==> src/rtl/mdu_iterative.sv <==
// Iterative RV32M multiply/divide unit: one bit per cycle,
// shift-add multiply and restoring divide with sign fix-up.
module mdu_iterative #(
  parameter int WIDTH = 32
) (
  input  logic             SYS_clk,
  input  logic             SYS_reset,
  input  logic             MDU_start,
  input  logic [2:0]       MDU_funct3,
  input  logic [WIDTH-1:0] MDU_operand_a,
  input  logic [WIDTH-1:0] MDU_operand_b,
  output logic             MDU_busy,
  output logic             MDU_done,
  output logic [WIDTH-1:0] MDU_result
);

  localparam int CW = $clog2(WIDTH);

  typedef enum logic [2:0] {
    S_IDLE,
    S_PREP,
    S_CALC,
    S_FIX,
    S_DONE
  } state_t;

  state_t state_q, state_d;

  logic [2:0]       op_q;
  logic [WIDTH-1:0] a_q, b_q;
  logic [CW-1:0]    cnt_q;
  logic [WIDTH-1:0] acc_hi, acc_lo, opnd;
  logic             neg_q;
  logic [WIDTH-1:0] result_q;

  logic             accept;
  logic             a_sgn, b_sgn;
  logic             a_neg, b_neg;
  logic [WIDTH-1:0] a_mag, b_mag;
  logic             div_zero, div_ovf, special;
  logic [WIDTH-1:0] special_res;

  logic [WIDTH:0]   mul_sum;
  logic [WIDTH:0]   rem_shift;
  logic [WIDTH-1:0] rem_sub;
  logic             rem_ge;
  logic [WIDTH-1:0] nxt_hi, nxt_lo;

  logic [2*WIDTH-1:0] prod, prod_s;
  logic [WIDTH-1:0]   quo_s, rem_s;
  logic [WIDTH-1:0]   fix_res;

  assign accept = MDU_start &&
    (state_q == S_IDLE || state_q == S_DONE);

  always_comb begin
    a_sgn = 1'b0;
    b_sgn = 1'b0;
    case (op_q)
      3'b001: begin a_sgn = 1'b1; b_sgn = 1'b1; end
      3'b010: a_sgn = 1'b1;
      3'b100: begin a_sgn = 1'b1; b_sgn = 1'b1; end
      3'b110: begin a_sgn = 1'b1; b_sgn = 1'b1; end
      default: ;
    endcase
  end

  assign a_neg = a_sgn & a_q[WIDTH-1];
  assign b_neg = b_sgn & b_q[WIDTH-1];
  assign a_mag = a_neg ? -a_q : a_q;
  assign b_mag = b_neg ? -b_q : b_q;

  // Divide corner cases resolve in PREP without iterating
  assign div_zero = op_q[2] && (b_q == '0);
  assign div_ovf  = op_q[2] && !op_q[0] &&
    (a_q == {1'b1, {(WIDTH-1){1'b0}}}) && (b_q == '1);
  assign special  = div_zero || div_ovf;

  always_comb begin
    special_res = '0;
    if (div_zero)
      special_res = op_q[1] ? a_q : '1;
    else if (div_ovf)
      special_res = op_q[1] ? '0 : a_q;
  end

  assign mul_sum = {1'b0, acc_hi} +
    (acc_lo[0] ? {1'b0, opnd} : '0);

  assign rem_shift = {acc_hi, acc_lo[WIDTH-1]};
  assign rem_ge    = rem_shift >= {1'b0, opnd};
  assign rem_sub   = rem_shift[WIDTH-1:0] - opnd;

  always_comb begin
    nxt_hi = acc_hi;
    nxt_lo = acc_lo;
    if (op_q[2]) begin
      if (rem_ge) begin
        nxt_hi = rem_sub;
        nxt_lo = {acc_lo[WIDTH-2:0], 1'b1};
      end else begin
        nxt_hi = rem_shift[WIDTH-1:0];
        nxt_lo = {acc_lo[WIDTH-2:0], 1'b0};
      end
    end else begin
      nxt_hi = mul_sum[WIDTH:1];
      nxt_lo = {mul_sum[0], acc_lo[WIDTH-1:1]};
    end
  end

  assign prod   = {acc_hi, acc_lo};
  assign prod_s = neg_q ? -prod : prod;
  assign quo_s  = neg_q ? -acc_lo : acc_lo;
  assign rem_s  = neg_q ? -acc_hi : acc_hi;

  always_comb begin
    fix_res = '0;
    unique case (1'b1)
      op_q == 3'b000: fix_res = prod_s[WIDTH-1:0];
      op_q[2:1] == 2'b10: fix_res = quo_s;
      op_q[2:1] == 2'b11: fix_res = rem_s;
      default: fix_res = prod_s[2*WIDTH-1:WIDTH];
    endcase
  end

  always_comb begin
    state_d  = state_q;
    MDU_busy = 1'b0;
    MDU_done = 1'b0;
    case (state_q)
      S_IDLE: if (MDU_start) state_d = S_PREP;
      S_PREP: begin
        MDU_busy = 1'b1;
        state_d  = special ? S_DONE : S_CALC;
      end
      S_CALC: begin
        MDU_busy = 1'b1;
        if (cnt_q == '0) state_d = S_FIX;
      end
      S_FIX: begin
        MDU_busy = 1'b1;
        state_d  = S_DONE;
      end
      S_DONE: begin
        MDU_done = 1'b1;
        state_d  = MDU_start ? S_PREP : S_IDLE;
      end
      default: state_d = S_IDLE;
    endcase
  end

  always_ff @(posedge SYS_clk) begin
    if (SYS_reset) state_q <= S_IDLE;
    else           state_q <= state_d;
  end

  always_ff @(posedge SYS_clk) begin
    if (SYS_reset) begin
      op_q     <= '0;
      a_q      <= '0;
      b_q      <= '0;
      cnt_q    <= '0;
      acc_hi   <= '0;
      acc_lo   <= '0;
      opnd     <= '0;
      neg_q    <= 1'b0;
      result_q <= '0;
    end else begin
      if (accept) begin
        op_q <= MDU_funct3;
        a_q  <= MDU_operand_a;
        b_q  <= MDU_operand_b;
      end
      case (state_q)
        S_PREP: begin
          cnt_q  <= CW'(WIDTH - 1);
          neg_q  <= (op_q[2:1] == 2'b11) ? a_neg : (a_neg ^ b_neg);
          acc_hi <= '0;
          // Divide iterates on the dividend, multiply on the multiplier
          acc_lo <= op_q[2] ? a_mag : b_mag;
          opnd   <= op_q[2] ? b_mag : a_mag;
          if (special) result_q <= special_res;
        end
        S_CALC: begin
          cnt_q  <= cnt_q - CW'(1);
          acc_hi <= nxt_hi;
          acc_lo <= nxt_lo;
        end
        S_FIX: result_q <= fix_res;
        default: ;
      endcase
    end
  end

  assign MDU_result = result_q;

endmodule

==> config.mk <==
export PLATFORM = sky130hd
export DESIGN_NAME = mdu_iterative
export DESIGN_NICKNAME = d
export VERILOG_FILES = /design/src/rtl/mdu_iterative.sv
export SDC_FILE = /design/constraint.sdc
export NUM_CORES = 1
export LEC_CHECK = 0
export ABC_CLOCK_PERIOD_IN_PS = 3980
export CAP_MARGIN = 15
export CELL_PAD_IN_SITES_DETAIL_PLACEMENT = 1
export CELL_PAD_IN_SITES_GLOBAL_PLACEMENT = 1
export CORE_MARGIN = 10
export CORE_UTILIZATION = 45
export DETAILED_ROUTE_END_ITERATION = 7
export PLACE_DENSITY = 0.81
export SLEW_MARGIN = 5
export SYNTH_ARGS = -nofsm -noshare
export SYNTH_HDL_FRONTEND = slang
export SYNTH_SLANG_ARGS = --single-unit
==> constraint.sdc <==
create_clock -name SYS_clk -period 3.98 [get_ports SYS_clk]
set_clock_uncertainty 0.15 [all_clocks]
set_input_delay 0.796 -clock SYS_clk [delete_from_list [all_inputs] [get_ports SYS_clk]]
set_output_delay 0.796 -clock SYS_clk [all_outputs]
set_load 0.01 [all_outputs]
==> metrics.csv <==
stage,metric,value,unit
outcome,outcome,"complete, no violations",
die,total core area,36300,sq um
sta,Final setup violation count,0,
global_routing,largest net degree at the start of global routing,95,
drt,DRT iter0 DRCs,1990,
worst_hold_path,Hold Startpoint,opnd[6],
global_routing,vias in the first global route,18820,
setup_path,WS Path Type,reg2reg,
logic_synthesis,syn_area_per_cell,7.10,sq um
sta,final hold vios,0,
cts,htree depth,1,
sta,measured slew at the worst slew-check pin,1.10,ns
setup_path,depth of the most critical reg-to-reg path,13,
placement,DP HPWL,58.0,mm
cts,Post-CTS Resized,0,
logic_synthesis,register area share after synthesis,24.8,%
sta,setup TNS,0,ns
setup_path,Crit Path Max Fanout,15,
global_routing,initial antenna violation count,0,
power,pwr/cell area,392,nW/um^2
final_layout,Inserted Diodes,0,
sta,slew margin rel.,26.8,%
cts,clk sink count,204,
setup_path,Worst Setup Start Kind,register,
final_layout,nets,2548,
cts,"Hold-fix buffers, CTS",0,
final_layout,area grow syn2layout,17.6,%
cts,postcts setup bufs,0,
drt,Routed wire per std cell,26.0,um
drt,remaining antenna violation count,0,
global_routing,Tot GR Track Use,32.7,%
global_routing,first-pass GRT wire length,114,mm
cts,clock tree root driver cell,clkbuf_16,
sta,Final WS setup,0.172,ns
logic_synthesis,"EDFF count, synth",0,
setup_path,Reg-to-Reg End,acc_hi[22],
placement,dpl ws,0.165,ns
power,Total Power,7.59,mW
final_layout,fillcell total,4639,
worst_hold_path,Hold EP,opnd[6],
cts,clk_lat worst skew,0.57,ns
sta,Hold Slack,0.305,ns
drt,DRC errors left,0,
cts,Max clock buf depth,3,
global_routing,global route overflow,0,
cts,CTS buffer count,26,
worst_hold_path,WHS Path Cells,2,
drt,final wirelength,75.2,mm
die,num rows,70,
sta,Tmin final,3.81,ns
logic_synthesis,Post-Synthesis Cell Area,16500,sq um
final_layout,most frequent cells in the layout,"309 x nand2_1, 275 x a21oi_1, 230 x nor2_1",
die,die area,44700,sq um
setup_path,"Data required, critical path",4.27,ns
placement,IO buf count,103,
logic_synthesis,Syn Nets,2464,
die,Starting Density,45.3,%
sta,RSZ-0062 raised after global routing,no,
setup_path,reg2reg setup slack,0.17,ns
sta,crit share post-route,95.7,%
logic_synthesis,synthesized instance count,2321,
worst_hold_path,Min-Delay Path Class,reg2reg,
logic_synthesis,"flops & latches, synth",204,
logic_synthesis,Post-synth top flop,dfxtp_1,
drt,router iterations before antenna repair,5,
cts,clk slew on worst S/H paths,0.06,ns
job,Max Cap Viol,0,
drt,vias per cell,6.50,
power,peak supply drop,0.310,mV
setup_path,Crit. End Element,register,
die,Die Ht,211,um
sta,Max Freq,0.263,GHz
setup_path,worst path arrival time,4.10,ns
logic_synthesis,distinct cell type count after synthesis,77,
die,io pins,104,
logic_synthesis,Ys Warns,0,
final_layout,"commonest non-fill, non-tap cell in the layout",nand2_1,
sta,Final Max Tran Viols,0,
placement,Final GP Congestion,0.965,
power,Lkg Pwr,7.52,nW
final_layout,fin util,53.3,%
setup_path,RR Startpoint,acc_lo[0],
drt,Via Count,18787,
logic_synthesis,asr flop ratio synth,0,%
die,Die Width,211,um
final_layout,share of cells above drive strength 1,8.67,%
cts,CTS tree,done,
[logic make-up (layout without fill, tap and decap cells)]
logic type                 count (synthesis)  in the layout  share of synthesized area [%]
muxes                                     67             67                           4.11
buffers and inverters                    242            344                           5.57
AOI/OAI and AO/OA                        737            737                           27.6
xor gates and xnor gates                 171            171                           9.09
and+or+nand+nor                          827            827                           23.2
adders and majority gates                 73             73                           5.63
DFF                                      204            204                           24.8
[worst max-delay path by stage]
stage	from	to	depth (start not counted)
finish	acc_lo[0]	acc_hi[22]	13
global route	acc_lo[31]	acc_hi[28]	15
CTS	acc_lo[0]	acc_hi[28]	13
detailed placement	acc_lo[0]	acc_hi[28]	13
global placement	acc_lo[0]	acc_hi[28]	13
floorplan	acc_lo[0]	MDU_result[16]	11
[worst max-delay path, stage by stage, from the launching register on]
cell	delay, ns
dfxtp_1	0.54
inv_1	0.15
buf_4	0.22
nor2_1	0.12
ha_1	0.25
o211ai_1	0.13
o21a_1	0.26
a21o_1	0.22
o21ba_2	0.21
o21ai_0	0.55
a21oi_1	0.21
o41ai_1	0.41
xnor2_1	0.18
o21ai_0	0.09
[metrics by stage]
step | instances | cell area (sq um)
finish | 2891 | 19400
global route | 2891 | 19400
CTS | 2891 | 19400
detailed placement | 2845 | 18500
global placement | 2845 | 18500
floorplan | 2321 | 16500
[flip-flops by register name, summed over array words and instances (netlist names)]
name / flops
MDU_result: 32
a_q: 32
acc_hi: 32
acc_lo: 32
b_q: 32
opnd: 32
cnt_q: 5
op_q: 3
state_q: 3
neg_q: 1
[report_power, final]
part / internal [mW] / switching [mW]
Combinational: 1.03 / 1.78
Clock: 1.49 / 0.990
Sequential: 2.15 / 0.156
Total: 4.67 / 2.93
[per-layer routing]
metal  GRT usage, %  up-vias  share of wire [%]
met5              0        -                  0
met4           15.7        0                5.2
met3           4.45      168                7.2
met2           53.0      789                 46
met1           42.1     9336                 42
li1               -     8494                  -
[area by class of cell]
type,instances,area [sq um],share of cell area [%]
Clock buffer,38,747,3.85
Clock inverter,8,125,0.646
Inverter,65,244,1.26
Multi-Input combinational cell,1875,11500,59.6
Sequential cell,204,4090,21.1
Tap cell,468,586,3.02
Timing Repair Buffer,233,2050,10.6
[Yosys cell counts, drive strengths merged, types with 4 or more instances]
cell | count | share of area [%]
nand2 | 310 | 7.1
a21oi | 277 | 8.4
nor2 | 233 | 5.3
dfxtp | 204 | 25
clkbuf | 160 | 3.6
o21ai | 136 | 4.1
xnor2 | 89 | 4.7
xor2 | 82 | 4.4
ha | 71 | 5.4
inv | 65 | 1.5
nor3 | 64 | 2.0
mux2i | 61 | 3.7
o211ai | 48 | 2.2
a31oi | 40 | 1.5
or3 | 34 | 1.3
o31ai | 33 | 1.5
a211oi | 32 | 1.5
a21o | 29 | 1.3
nand4 | 27 | 1.0
nand3 | 25 | 0.76
nor4 | 25 | 1.0
a22oi | 19 | 0.87
o22ai | 19 | 0.72
buf | 17 | 0.45
nand2b | 17 | 0.65
or4 | 16 | 0.75
and3 | 13 | 0.49
o21a | 13 | 0.59
nor2b | 12 | 0.46
a221oi | 11 | 0.58
and2 | 11 | 0.42
o41ai | 11 | 0.63
a311oi | 10 | 0.53
o21bai | 10 | 0.46
or2 | 10 | 0.38
o32ai | 9 | 0.48
and4 | 7 | 0.37
mux2 | 6 | 0.41
o221ai | 6 | 0.32
a21boi | 5 | 0.23
nor3b | 5 | 0.23
or3b | 4 | 0.23
No activity file was read; power rests on OpenSTA's default activity.
==> RTL edit 1 (same settings) <==
Make the reset (`SYS_reset`) asynchronous in 2 clocked blocks.
--- a/src/rtl/mdu_iterative.sv
+++ b/src/rtl/mdu_iterative.sv
@@ -151,3 +151,3 @@
 
-  always_ff @(posedge SYS_clk) begin
+  always_ff @(posedge SYS_clk or posedge SYS_reset) begin
     if (SYS_reset) state_q <= S_IDLE;
@@ -156,3 +156,3 @@
 
-  always_ff @(posedge SYS_clk) begin
+  always_ff @(posedge SYS_clk or posedge SYS_reset) begin
     if (SYS_reset) begin
Behaviour: differs if SYS_reset is asserted again (counterexample within 4 cycles, from zero or initial values and one cycle with SYS_reset high); with SYS_reset held inactive, the same outputs for 4 cycles.
==> RTL edit 1 against the original RTL <==
- hold slack better by 0.022 ns
- synthesized area grew 2.6%
- routed wire length decreased by 8.0%
- cell count down 8.7%
- cell area rose by 0.81%
- via count down 10%
- sequential cell count is the same
- die area increased by 2.4%
- utilization shrank 0.33 points
- sequential share of layout area up 5.1 points
- synthesized cell count down 11%
- worst setup slack better by 0.027 ns
- critical endpoint is now acc_hi[31]
- highest routed layer unchanged
Power is not compared: it rests on default switching activity, and its combinational part moved more than twofold at a synthesized area within 25%.
==> RTL edit 1: results (changes against the original RTL) <==
status=finished clean; WL met2=32600 um (-5.5%); GRT met3 Usage=0.0529 (+0.00834); Vias=16.9k (-10%); leading area contributor after synthesis=dfrtp_1; GPL Wtd Cong=0.989 (+2.5%); Seq/Total Area, Yosys=0.302 (+0.0540); synth cell count leaders=dfrtp_1 (204), nand2_1 (199), a21oi_1 (169), o21ai_0 (169), nor2_1 (167); fill cell count=4320 (-6.9%); GR Util met1=0.379 (-0.0419); critical path's largest stage delay=0.45 ns (-0.10 ns); synth unique cells=83 (+7.8%); Synth Area in Adders=0.0549 (-0.00145); largest net degree at the start of global routing=138 (+45%); DRT Pass-1 Iters=6 (+1); share of layout cells above drive strength 1=0.103 (+0.0159); largest cells by area after synthesis=dfrtp_1 (30%), ha_1 (5.3%), a21oi_1 (5.0%); Post-Place Cell Area=18600 um^2 (+0.58%); Setup WS post-layout=0.200 ns (+0.0272 ns); global-route wire length before repair=107000 um (-6.8%); Finished Core Util=0.530 (-0.00332); worst r2r src=acc_lo[0]; Hold Startpoint=cnt_q[3]; WL met1=28500 um (-9.0%); Worst path slowest cell=dfrtp_1; WHS=0.327 ns (+0.0221 ns); Slew @ Worst Pin=1.02 ns (-0.0754 ns); Synth Area in Compound Gates=0.251 (-0.0247); routed wire length on met3=4490 um (-17%); worst path arrival time=4.12 ns (+0.02 ns); initial antenna violation count=1 (+1); Critical Path End=acc_hi[31]; post-synthesis xor/xnor area fraction=0.0875 (-0.00338); Hold Crit Endpoint=cnt_q[3]; Total Nets Final=2259 (-11%); Cells on Worst Hold Path=1 (-1); syn nets=2205 (-11%); Detail Placement HPWL=52400 um (-9.7%); share of flip-flops with an asynchronous set or reset=1.00 (+1.00); DRT iter0 DRCs=1468 (-26%)
-- RTL edit 1: changes by cell type after synthesis, sizes merged, moves of 27 or more --
cell / unedited run / this run
o21ai: 136 / 182
or3: 34 / 7
dfxtp: 204 / 0
dfrtp: 0 / 204
nor2: 233 / 167
nand2: 310 / 200
clkbuf: 160 / 116
mux2: 6 / 63
a21oi: 277 / 169
-- RTL edit 1: power groups by stage --
stage,clock network (mW),logic [mW],registers (mW)
after floorplan,0,9.02,3.96
after CTS,2.61,13.0,4.68
after global placement,0,12.5,4.62
final,2.58,13.3,4.74
after detailed placement,0,12.9,4.68
after global routing,2.70,14.3,4.87
-- RTL edit 1: layout make-up --
type / count / share of cell area
sequential: 204 / 0.262
multi-input combinational: 1642 / 0.565
inverter: 73 / 0.0142
tap: 504 / 0.0323
timing repair buffer: 169 / 0.0801
clock inverter: 15 / 0.0113
clock buffer: 32 / 0.0360
==> RTL edit 2 (config.mk and constraints unchanged) <==
Without the edit above. Change the parameter `WIDTH` from 32 to 16.
--- a/src/rtl/mdu_iterative.sv
+++ b/src/rtl/mdu_iterative.sv
@@ -3,3 +3,3 @@
 module mdu_iterative #(
-  parameter int WIDTH = 32
+  parameter int WIDTH = 16
 ) (
Ports: changed (resized MDU_operand_a, MDU_operand_b and MDU_result); port bits go from 104 to 56. The function was not compared with the original's and may differ.
==> RTL edit 2 against the original RTL <==
- worst setup slack gained 0.092 ns
- critical endpoint is now MDU_result[6]
- synthesized area down 50%
- total power decreased by 59%
- sequential cell count is 97 lower
- combinational power shrank 66%
- sequential power is 47% lower
- routed wire length is 62% lower
- cell area shrank 52%
- largest power group is now sequential cells
- clock power is 62% lower
==> RTL edit 2: results (changes against the original RTL) <==
status=finished clean; global-route wire length before repair=45200 um (-61%); Max H-tree Level=3 (+2); CTS buffer count=9 (-65%); multi-input logic area=5640 um^2 (-51%); Worst slew margin=0.275 (+0.00705); cells after synthesis=1119 (-52%); Inst Count DP=1347 (-53%); post-synthesis mux area share=0.0667 (+0.0256); Non-Clock Inverter Count=41 (-37%); Port Buffer Count=55 (-47%); WL met2=13900 um (-60%); GR Util met1=0.285 (-0.136); DRT iter0 DRCs=465 (-77%); Post-Place Cell Area=8900 um^2 (-52%); worst path arrival time=3.81 ns (-0.29 ns); largest cells by area after synthesis=dfxtp_1 (26%), nand2_1 (6.8%), mux2i_1 (6.7%); Synth Area in Compound Gates=0.243 (-0.0331); GPL Wtd Cong=0.934 (-3.2%); GRT met3 Usage=0.0353 (-0.00922); largest net degree at the start of global routing=57 (-40%); number of global-route vias before repair=8262 (-56%); final WL=28400 um (-62%); clk buf depth=2 (-1); multi-input gates=898 (-52%); Place WS=0.370 ns (+0.206 ns); Worst-path clk slew=0.08 ns (+0.02 ns); fraction of area in non-clock buffers=0.0759 (-0.0296)
RTL edit 2: critical path, cell delays in order, from the launching register on:
cell,delay [ns]
dfxtp_1,0.40
inv_1,0.21
buf_4,0.23
ha_1,0.22
nor3b_1,0.52
nand4_1,0.41
o211ai_1,0.64
a21oi_1,0.13
a31oi_1,0.24
nor3_1,0.09
nor3_1,0.26
nor3_1,0.08
RTL edit 2: path summary, 6_finish.rpt:
check,start,to,slack [ns],cells after the start
worst max-delay path,acc_lo[0],MDU_result[6],0.26,11
worst min register to register,opnd[13],opnd[13],0.31,2
worst max register to register,acc_lo[0],MDU_result[6],0.26,11
worst min-delay path,opnd[13],opnd[13],0.31,2
RTL edit 2: power breakdown:
| part | leakage, nW | switching (mW) | total, mW | internal, mW |
|---|---|---|---|---|
| logic | 2.39 | 0.584 | 0.968 | 0.384 |
| registers | 0.871 | 0.102 | 1.23 | 1.13 |
| clock network | 0.142 | 0.496 | 0.942 | 0.447 |
| total | 3.40 | 1.18 | 3.14 | 1.96 |
